--- src/rtl/raxm_mul_arbiter.sv ---
// Round-robin arbiter sharing one approximate multiplier between two
// requesters, with completion timeout and a count of successful operations.
module raxm_mul_arbiter #(
    parameter int W       = 16,
    parameter int TIMEOUT = 64,
    parameter int CNT_W   = 16
) (
    input  logic             wb_clk_i,
    input  logic             wb_rst_i,

    input  logic             r0_valid_i,
    output logic             r0_ready_o,
    input  logic [W-1:0]     r0_a_i,
    input  logic [W-1:0]     r0_b_i,
    output logic             r0_resp_o,
    output logic             r0_err_o,
    output logic [2*W-1:0]   r0_prod_o,

    input  logic             r1_valid_i,
    output logic             r1_ready_o,
    input  logic [W-1:0]     r1_a_i,
    input  logic [W-1:0]     r1_b_i,
    output logic             r1_resp_o,
    output logic             r1_err_o,
    output logic [2*W-1:0]   r1_prod_o,

    output logic             mul_start_o,
    output logic [W-1:0]     mul_a_o,
    output logic [W-1:0]     mul_b_o,
    input  logic             mul_done_i,
    input  logic [2*W-1:0]   mul_prod_i,

    output logic             busy_o,
    output logic             owner_o,
    output logic [CNT_W-1:0] op_count_o
);

    localparam int TW = $clog2(TIMEOUT);
    localparam logic [TW-1:0] TMO_LAST = TW'(TIMEOUT - 1);

    typedef enum logic [1:0] {
        IDLE,
        ISSUE,
        WAIT,
        RESP
    } state_t;

    state_t         state;
    logic           last_grant;
    logic [TW-1:0]  tmo_cnt;
    logic           grant_ok;
    logic           grant;
    logic           finish;
    logic [2*W-1:0] res_prod;

    // Grant is decided combinationally so a waiting requester sees ready
    // in the same cycle it raises valid.
    always_comb begin
        grant_ok = (state == IDLE) && !wb_rst_i
                   && (r0_valid_i || r1_valid_i);
        grant = 1'b0;
        unique case ({r1_valid_i, r0_valid_i})
            2'b11:   grant = ~last_grant;
            2'b10:   grant = 1'b1;
            default: grant = 1'b0;
        endcase
    end

    assign r0_ready_o = grant_ok && !grant;
    assign r1_ready_o = grant_ok && grant;

    assign finish   = mul_done_i || (tmo_cnt == TMO_LAST);
    assign res_prod = mul_done_i ? mul_prod_i : '0;

    always_ff @(posedge wb_clk_i) begin
        if (wb_rst_i) begin
            state       <= IDLE;
            last_grant  <= 1'b1;
            tmo_cnt     <= '0;
            owner_o     <= 1'b0;
            busy_o      <= 1'b0;
            mul_start_o <= 1'b0;
            mul_a_o     <= '0;
            mul_b_o     <= '0;
            r0_resp_o   <= 1'b0;
            r0_err_o    <= 1'b0;
            r0_prod_o   <= '0;
            r1_resp_o   <= 1'b0;
            r1_err_o    <= 1'b0;
            r1_prod_o   <= '0;
            op_count_o  <= '0;
        end else begin
            mul_start_o <= 1'b0;
            r0_resp_o   <= 1'b0;
            r1_resp_o   <= 1'b0;
            unique case (state)
                IDLE: begin
                    if (grant_ok) begin
                        mul_a_o     <= grant ? r1_a_i : r0_a_i;
                        mul_b_o     <= grant ? r1_b_i : r0_b_i;
                        owner_o     <= grant;
                        last_grant  <= grant;
                        mul_start_o <= 1'b1;
                        busy_o      <= 1'b1;
                        state       <= ISSUE;
                    end
                end
                ISSUE: begin
                    tmo_cnt <= '0;
                    state   <= WAIT;
                end
                WAIT: begin
                    if (finish) begin
                        // done takes priority over an expiring timeout
                        if (owner_o) begin
                            r1_resp_o <= 1'b1;
                            r1_err_o  <= !mul_done_i;
                            r1_prod_o <= res_prod;
                        end else begin
                            r0_resp_o <= 1'b1;
                            r0_err_o  <= !mul_done_i;
                            r0_prod_o <= res_prod;
                        end
                        if (mul_done_i) begin
                            op_count_o <= op_count_o + 1'b1;
                        end
                        state <= RESP;
                    end else begin
                        tmo_cnt <= tmo_cnt + 1'b1;
                    end
                end
                RESP: begin
                    busy_o <= 1'b0;
                    state  <= IDLE;
                end
            endcase
        end
    end

endmodule
--- config.mk ---
export PLATFORM = sky130hd
export DESIGN_NAME = raxm_mul_arbiter
export DESIGN_NICKNAME = d
export VERILOG_FILES = /design/src/rtl/raxm_mul_arbiter.sv
export SDC_FILE = /design/constraint.sdc
export NUM_CORES = 1
export LEC_CHECK = 0
export ABC_CLOCK_PERIOD_IN_PS = 2600
export CAP_MARGIN = 20
export CORE_UTILIZATION = 30
export CTS_BUF_LIST = sky130_fd_sc_hd__clkbuf_8
export DETAILED_ROUTE_END_ITERATION = 10
export PLACE_DENSITY_LB_ADDON = 0.08
export REMOVE_ABC_BUFFERS = 1
export SYNTH_ARGS = -nofsm -noshare
export SYNTH_HDL_FRONTEND = slang
export SYNTH_SLANG_ARGS = --single-unit
--- constraint.sdc ---
create_clock -name wb_clk_i -period 2.6 [get_ports wb_clk_i]
set_clock_uncertainty 0.1 [all_clocks]
set_input_delay 0.52 -clock wb_clk_i [delete_from_list [all_inputs] [get_ports wb_clk_i]]
set_output_delay 0.52 -clock wb_clk_i [all_outputs]
set_load 0.005 [all_outputs]
==> results of run 1 <==
[logic make-up after synthesis]
logic type               share of synthesized area (%)
XOR/XNOR                                          1.88
AO/OA/AOI/OAI                                     10.8
AND/OR/NAND/NOR                                   17.2
multiplexers                                      13.1
flip-flops                                        49.9
adder cells (fa/ha/maj)                           1.71
buffers and inverters                             5.43
[final cells by class]
type	count	area, µm²
sequential	128	2560
multi-input combinational	341	2320
clock inverter	7	108
fill	1564	8660
inverter	9	33.8
timing repair buffer	237	2360
tap	220	275
clock buffer	23	317
[cells in the final DEF (no fill, tap or decap), types with 6 or more instances in the layout]
| cell | Yosys | routed |
|---|---|---|
| nand2_1 | 76 | 76 |
| a222oi_1 | 32 | 32 |
| xor2_1 | 9 | 9 |
| buf_4 | 0 | 13 |
| clkdlybuf4s50_1 | 0 | 219 |
| inv_1 | 9 | 8 |
| clkbuf_8 | 0 | 23 |
| nand3_1 | 39 | 39 |
| a21oi_1 | 8 | 7 |
| o21ai_0 | 9 | 8 |
| dfxtp_1 | 128 | 126 |
| nor2_1 | 49 | 49 |
| mux2i_1 | 65 | 65 |
| ha_1 | 7 | 6 |
[worst max-delay path: cells and delay by family]
kind            cells  cell delay, ns
simple gates        1            0.12
compound gates      1            0.14
buf+inv             2            1.10
[worst paths after layout]
path | endpoint | slack, ns
setup / recovery | r0_ready_o | 0.1
hold / removal | mul_a_o[7] | 0.31
setup reg to reg | tmo_cnt[3] | 0.54
hold reg to reg | busy_o | 0.36
[per-layer routing]
layer | GRT usage, % | share of wire (%)
met5 | 0 | 0.15
met4 | 7.09 | 1.7
met3 | 7.97 | 8.9
met2 | 28.6 | 46
met1 | 20.7 | 43
[flip-flops by register name (all words and copies together) (netlist names), 2 cells and up]
signal      flops
r1_prod_o      32
r0_prod_o      32
op_count_o     16
mul_a_o        16
mul_b_o        16
tmo_cnt         6
state           2
[power groups by stage]
stage / logic (mW) / registers, mW / clock network (mW)
floorplan: 0.440 / 2.23 / 0
finish: 1.12 / 2.19 / 1.81
CTS: 1.12 / 2.19 / 1.88
global placement: 1.07 / 2.22 / 0
detailed placement: 1.09 / 2.23 / 0
global route: 1.21 / 2.20 / 1.97
[timing repair]
action                                  in CTS  in global routing
pin swaps                                    0                  0
resized for setup                            5                  4
setup buffers                                0                  1
endpoints found under the setup margin       1                  1
hold buffers                                 0                  0
[stage by stage]
step	instance area, µm²	util (%)
6_report	7980	48.0
4_1_cts	7960	47.8
3_3_place_gp	7520	45.2
2_1_floorplan	4890	-
5_1_grt	7980	48.0
3_5_place_dp	7520	45.2
==> summary.txt, run 1 <==
Setup path
  • Worst-path cell chain: clkdlybuf4s50_1, nand3b_1, a21oi_2, clkdlybuf4s50_1
  • Highest cell delay on the worst timing path: 0.56 ns
  • Origin of the worst setup path: r0_valid_i
  • Crit path DAT: 1.88 ns
  • Crit path max fanout: 5
  • Cell type with the highest occurrence count on the critical path: clkdlybuf4s50_1
  • Number of cells traversed by the worst register-to-register path: 7
  • Crit-path slowest cell: clkdlybuf4s50_1
  • Worst R2R Start: state[0]
  • Critical path endpoint category: primary output
  • Type of the setup path with the least slack: in2out
  • Sort of element at the start of the critical path: primary input
  • Data required time of the critical path: 1.98 ns

Routing
  • Post-detailed-route via-to-cell ratio: 4.88
  • Total Routed Length: 15.8 mm
  • Final antenna-violating net count: 0
  • Number of design-rule violations left by the first detailed-router iteration: 227
  • Average wire per cell in the routed design: 16.3 µm
  • Via count: 4714
  • Number of iterations in the first detailed-routing pass: 8
  • DRC Markers: 0

CTS
  • H-tree level count: 4
  • Worst skew pair latency: 0.42 ns
  • Clock root buffer master: clkbuf_8
  • Clock tree from TritonCTS: done
  • Sink Count: 128
  • Clock Pin Slew Worst Setup and Hold Paths: 0.07 ns
  • CTS buffer count: 17
  • Deepest clock path buffer count: 2

Global route
  • Global-route wire length before repair: 24.5 mm
  • Maximum number of pins on one net before global-route repair: 56
  • Overall overflow remaining after global route: 0
  • Number of antenna violations at the first check in global routing: 2
  • Total routing usage reported by global routing: 17.8%
  • Via count of the first global-routing pass: 4625

Yosys
  • Yosys cell types: 47
  • Top post-synthesis cells by area: dfxtp_1, mux2i_1, a222oi_1, nand2_1, nand3_1
  • Combined area of all synthesized cells: 5130 µm²
  • Syn Area/Cell: 9.91 µm²
  • Most instantiated flip-flop cell in the synthesis netlist: dfxtp_1
  • EDFF count, synth: 0
  • Seq/Total Area, Yosys: 49.9%
  • Post-synthesis async set-or-reset flop share: 0%
  • Area leader, netlist: dfxtp_1
  • Leading cell type by number of instances after synthesis: dfxtp_1
  • Top cell types by occurrence after synthesis: dfxtp_1, nand2_1, mux2i_1, nor2_1, nand3_1
  • Synth top area share: 49.9%
  • Number of warning messages in the yosys log: 0
  • Synth Register Bits: 128
  • Number of instances in the synthesized netlist: 518

Worst hold path
  • WHS Path Cells: 2
  • Min-Delay Startpoint: wb_rst_i
  • Worst hold path class: in2reg

STA
  • Final worst-path setup slack: 0.0960 ns
  • Post-route fraction of the period consumed by the critical path: 96.3%
  • Final number of setup-violating endpoints: 0
  • Setup TNS: 0 ns
  • Final hold violation count: 0
  • Tightest Pin Transition: 0.602 ns
  • Headroom to the max-slew limit: 59.6%
  • Tightest hold margin: 0.306 ns
  • Final max-slew violation count: 0
  • Time the worst path needs with I/O delays and setup: 2.50 ns
  • Maximum clock rate: 0.399 GHz
  • Unrepaired setup endpoints after global routing: no

Status
  • Run status: complete, no violations

Finish
  • Final cell count without fillers: 965
  • Growth of design area from synthesis to finish: 55.5%
  • Diodes inserted: 0
  • Final #Nets: 842
  • Ratio of cells with drive above 1 in the final layout: 9.40%

Pwr
  • Net Sw Frac: 25.8%
  • Overall power: 5.12 mW
  • Part of the power in the clock network: 35.4%
  • Proportion of power drawn by flip-flops and latches: 42.8%
  • Relative contribution of combinational cells to total power: 21.8%
  • Cell Int Power: 3.80 mW
  • Pwr/cell area: 642 nW/µm²
  • Peak supply drop: 0.314 mV
  • Lkg Pwr: 3.31 nW
  • Switching component of the power: 1.32 mW

Place
  • Dpl hpwl: 11.1 mm
  • # placed instances: 934
  • Number of buffers inserted by port buffering: 221
  • Post-placement setup slack: 0.101 ns
  • Final estimated routing congestion in global placement: 0.839

Floorplan
  • Die Ht: 133 µm
  • Width of the die: 133 µm
  • Number of ports placed on the die boundary: 222
  • Placement row count: 47
  • Starting utilization of the core area: 30.8%
  • Core Box Area: 16600 µm²
  • Die Area: 17600 µm²

Run
  • Max-capacitance violation count: 0
(Power assumes the default switching activity.)
==> inputs of run 2 (changes only) <==
--- a/config.mk
+++ b/config.mk
@@ -5,8 +5,8 @@
 export SDC_FILE = /design/constraint.sdc
 export NUM_CORES = 1
 export LEC_CHECK = 0
-export ABC_CLOCK_PERIOD_IN_PS = 2600
-export CAP_MARGIN = 20
+export ABC_CLOCK_PERIOD_IN_PS = 2900
+export CAP_MARGIN = 5
 export CORE_UTILIZATION = 30
 export CTS_BUF_LIST = sky130_fd_sc_hd__clkbuf_8
 export DETAILED_ROUTE_END_ITERATION = 10
==> constraint.sdc (replaced) <==
create_clock -name wb_clk_i -period 2.9 [get_ports wb_clk_i]
set_clock_uncertainty 0.1 [all_clocks]
set_input_delay 0.58 -clock wb_clk_i [delete_from_list [all_inputs] [get_ports wb_clk_i]]
set_output_delay 0.58 -clock wb_clk_i [all_outputs]
set_load 0.005 [all_outputs]
==> run 2 against run 1 <==
Hold slack improved by 0.053 ns. Total power decreased by 14%. Routed wire length decreased by 0.25%. Clock power decreased by 18%. Count of clock-buffer cells in the layout decreased by 4. Non-clock buffer count decreased by 7. Die area unchanged. Critical path depth increased by 1. Critical endpoint is now r1_ready_o. Largest power group unchanged.
==> summary.txt, run 2 (synthesized netlist as in run 1, its figures left out) <==
Status
  • Run status: complete, no violations

Setup path
  • Worst R2R Start: state[0]
  • Crit path DAT: 2.08 ns (+0.20 ns)
  • Endpoint of the most critical register-to-register path: op_count_o[15]
  • Crit-path slowest cell: clkdlybuf4s50_1
  • Register-to-register setup slack: 0.84 ns (+0.30 ns)
  • Critical path endpoint category: primary output
  • Sort of element at the start of the critical path: register
  • Combined buffer and inverter count along the critical path: 2 (unchanged)
  • Highest cell delay on the worst timing path: 0.52 ns (-0.04 ns)
  • Crit path max fanout: 4 (-1)
  • Number of cells traversed by the worst register-to-register path: 6 (-1)
  • Worst-path cell chain: inv_1, ha_1, nor2b_1, and3_1, clkdlybuf4s50_1
  • Type of the setup path with the least slack: reg2out
  • Category of cells accounting for the largest share of critical-path delay: buffers and inverters
  • Data required time of the critical path: 2.22 ns (+0.24 ns)

Floorplan
  • Die Ht: 133 µm (unchanged)
  • Width of the die: 133 µm (unchanged)
  • Starting utilization of the core area: 30.8% (unchanged)
  • Number of ports placed on the die boundary: 222 (unchanged)
  • Placement row count: 47 (unchanged)
  • Die Area: 17600 µm² (unchanged)
  • Core Box Area: 16600 µm² (unchanged)

CTS
  • Clock tree from TritonCTS: done
  • Deepest clock path buffer count: 2 (unchanged)
  • Post-CTS Setup Inserts: 0 (unchanged)
  • H-tree level count: 4 (unchanged)
  • Sink Count: 128 (unchanged)
  • Clock Pin Slew Worst Setup and Hold Paths: 0.07 ns (about the same)
  • Clock root buffer master: clkbuf_8
  • Worst skew pair latency: 0.43 ns (about the same)
  • Number of instances resized during post-cts repair: 0 (-5)
  • Number of hold-repair buffers added at the cts stage: 0 (unchanged)
  • CTS buffer count: 17 (unchanged)

Place
  • Number of buffers inserted by port buffering: 221 (unchanged)
  • Dpl hpwl: 10.8 mm (-3.5%)
  • # placed instances: 928 (-0.64%)
  • Final estimated routing congestion in global placement: 0.831 (-0.95%)

Global route
  • Met2 Use GR: 28.9% (+0.35 points)
  • Overall overflow remaining after global route: 0 (unchanged)
  • Global-route wire length before repair: 24.9 mm (+1.7%)
  • Total routing usage reported by global routing: 17.9% (+0.099 points)
  • Routing layer with the top usage in global route: met2
  • Global-route track usage on met3: 8.28% (+0.31 points)
  • Maximum number of pins on one net before global-route repair: 102 (+82%)
  • Met1 routing resource usage after global routing: 21.2% (+0.58 points)
  • Via count of the first global-routing pass: 4656 (+0.67%)
  • Number of antenna violations at the first check in global routing: 0 (-2)

Finish
  • Area taken by multi-input logic gates: 2300 µm² (-1.1%)
  • Growth of design area from synthesis to finish: 53.1%
  • Most used cells in the layout excluding fill and tap cells: clkdlybuf4s50_1, dfxtp_1, nand2_1, mux2i_1, nor2_1
  • Most frequent standard cell in the layout excluding fill and tap cells: clkdlybuf4s50_1
  • Ratio of cells with drive above 1 in the final layout: 7.84% (-1.6 points)
  • Largest registers: r0_prod_o x32, r1_prod_o x32
  • Sequential cell area in the final layout: 2560 µm² (about the same)
  • Diodes inserted: 0 (unchanged)
  • Final cell count without fillers: 960 (-0.52%)
  • Final #Nets: 835 (-0.83%)
  • Filler instances: 1557 (-0.45%)

Routing
  • Average wire per cell in the routed design: 16.4 µm (+0.27%)
  • Total Routed Length: 15.7 mm (-0.25%)
  • Post-detailed-route via-to-cell ratio: 4.86 (-0.48%)
  • Number of design-rule violations left by the first detailed-router iteration: 260 (+15%)
  • Final antenna-violating net count: 0 (unchanged)
  • Via count: 4667 (-1.0%)
  • Number of iterations in the first detailed-routing pass: 5 (-3)
  • DRC Markers: 0 (unchanged)

Pwr
  • Lkg Pwr: 3.25 nW (-1.9%)
  • Pwr/cell area: 558 nW/µm² (-13%)
  • Peak supply drop: 0.356 mV (+13%)

Worst hold path
  • Min-Delay Startpoint: r1_prod_o[16]
  • WHS Path Cells: 2 (unchanged)
  • Capture endpoint of the worst hold path: r1_prod_o[16]
  • Worst hold path class: reg2reg

STA
  • Tightest Pin Transition: 0.905 ns (+0.302 ns)
  • Final number of setup-violating endpoints: 0 (unchanged)
  • Final hold violation count: 0 (unchanged)
  • Setup TNS: 0 ns (unchanged)
  • Maximum clock rate: 0.362 GHz
  • Post-route fraction of the period consumed by the critical path: 95.3%
  • Time the worst path needs with I/O delays and setup: 2.76 ns
  • Final max-slew violation count: 0 (unchanged)
  • Headroom to the max-slew limit: 39.1% (-21 points)
  • Unrepaired setup endpoints after global routing: no

Run
  • Max-capacitance violation count: 0 (unchanged)
## run 2: changes by cell type in the layout (fill, tap and decap cells not counted), sizes merged
cell / delta
clkinvlp: +2
clkbuf: -4
clkinv: +5
buf: -7
bufinv: -1
## run 2: layout make-up
cell class | instances | share of cell area, %
flip-flops and latches | 128 | 32.6
clock inverters | 13 | 1.54
multi-input cells | 341 | 29.3
well taps | 220 | 3.50
clock buffers | 19 | 3.33
inverters | 9 | 0.430
repair buffers | 230 | 29.3
## run 2: through the flow
step | setup WS, ns | utilization (%) | hold WS [ns] | cell area, µm² | total power, mW
after global routing | 0.0202 | 47.2 | 0.369 | 7860 | 4.61
final | 0.135 | 47.2 | 0.359 | 7860 | 4.38
after floorplan | 0.241 | - | 0.354 | 4890 | 2.39
after CTS | 0.0917 | 47.2 | 0.358 | 7860 | 4.46
after global placement | 0.295 | 44.9 | 0.344 | 7480 | 2.93
after detailed placement | 0.286 | 44.9 | 0.352 | 7480 | 2.95
## run 2: worst reg2reg max path, stage by stage, from the launching register on
cell and delay (ns):
dfxtp_1 0.33, inv_1 0.14, ha_1 0.35, and4_4 0.33, nand4_4 0.15, nor3_1 0.21, mux2_2 0.35
## run 2: how the worst max path moves through the flow
| stage | startpoint | to | slack, ns | cells past startpoint |
|---|---|---|---|---|
| finish | state[0] | r1_ready_o | 0.14 | 5 |
| floorplan | r0_valid_i | mul_a_o[0] | 0.24 | 3 |
| global placement | r0_valid_i | r0_ready_o | 0.30 | 4 |
| global route | state[0] | r1_ready_o | 0.02 | 5 |
| detailed placement | r0_valid_i | r0_ready_o | 0.29 | 4 |
| CTS | state[0] | r1_ready_o | 0.09 | 5 |
## run 2: power by group
group          switching, mW  total [mW]  internal [mW]
clock network          0.688        1.48          0.794
registers             0.0767        1.96           1.88
logic                  0.435       0.943          0.508
total                   1.20        4.38           3.18
## run 2: routing by layer
layer	part of all wire, %	routed length [µm]
met1	43	6760
met2	47	7330
met3	9.5	1490
met4	0.85	133
met5	0	0
==> inputs of run 3 (changes only) <==
--- a/config.mk
+++ b/config.mk
@@ -12,6 +12,7 @@
 export DETAILED_ROUTE_END_ITERATION = 10
 export PLACE_DENSITY_LB_ADDON = 0.08
 export REMOVE_ABC_BUFFERS = 1
+export SKIP_CTS_REPAIR_TIMING = 1
 export SYNTH_ARGS = -nofsm -noshare
 export SYNTH_HDL_FRONTEND = slang
 export SYNTH_SLANG_ARGS = --single-unit
==> results of run 3 <==
Same layout as run 2: the final DEF is identical, and so are final timing and power.
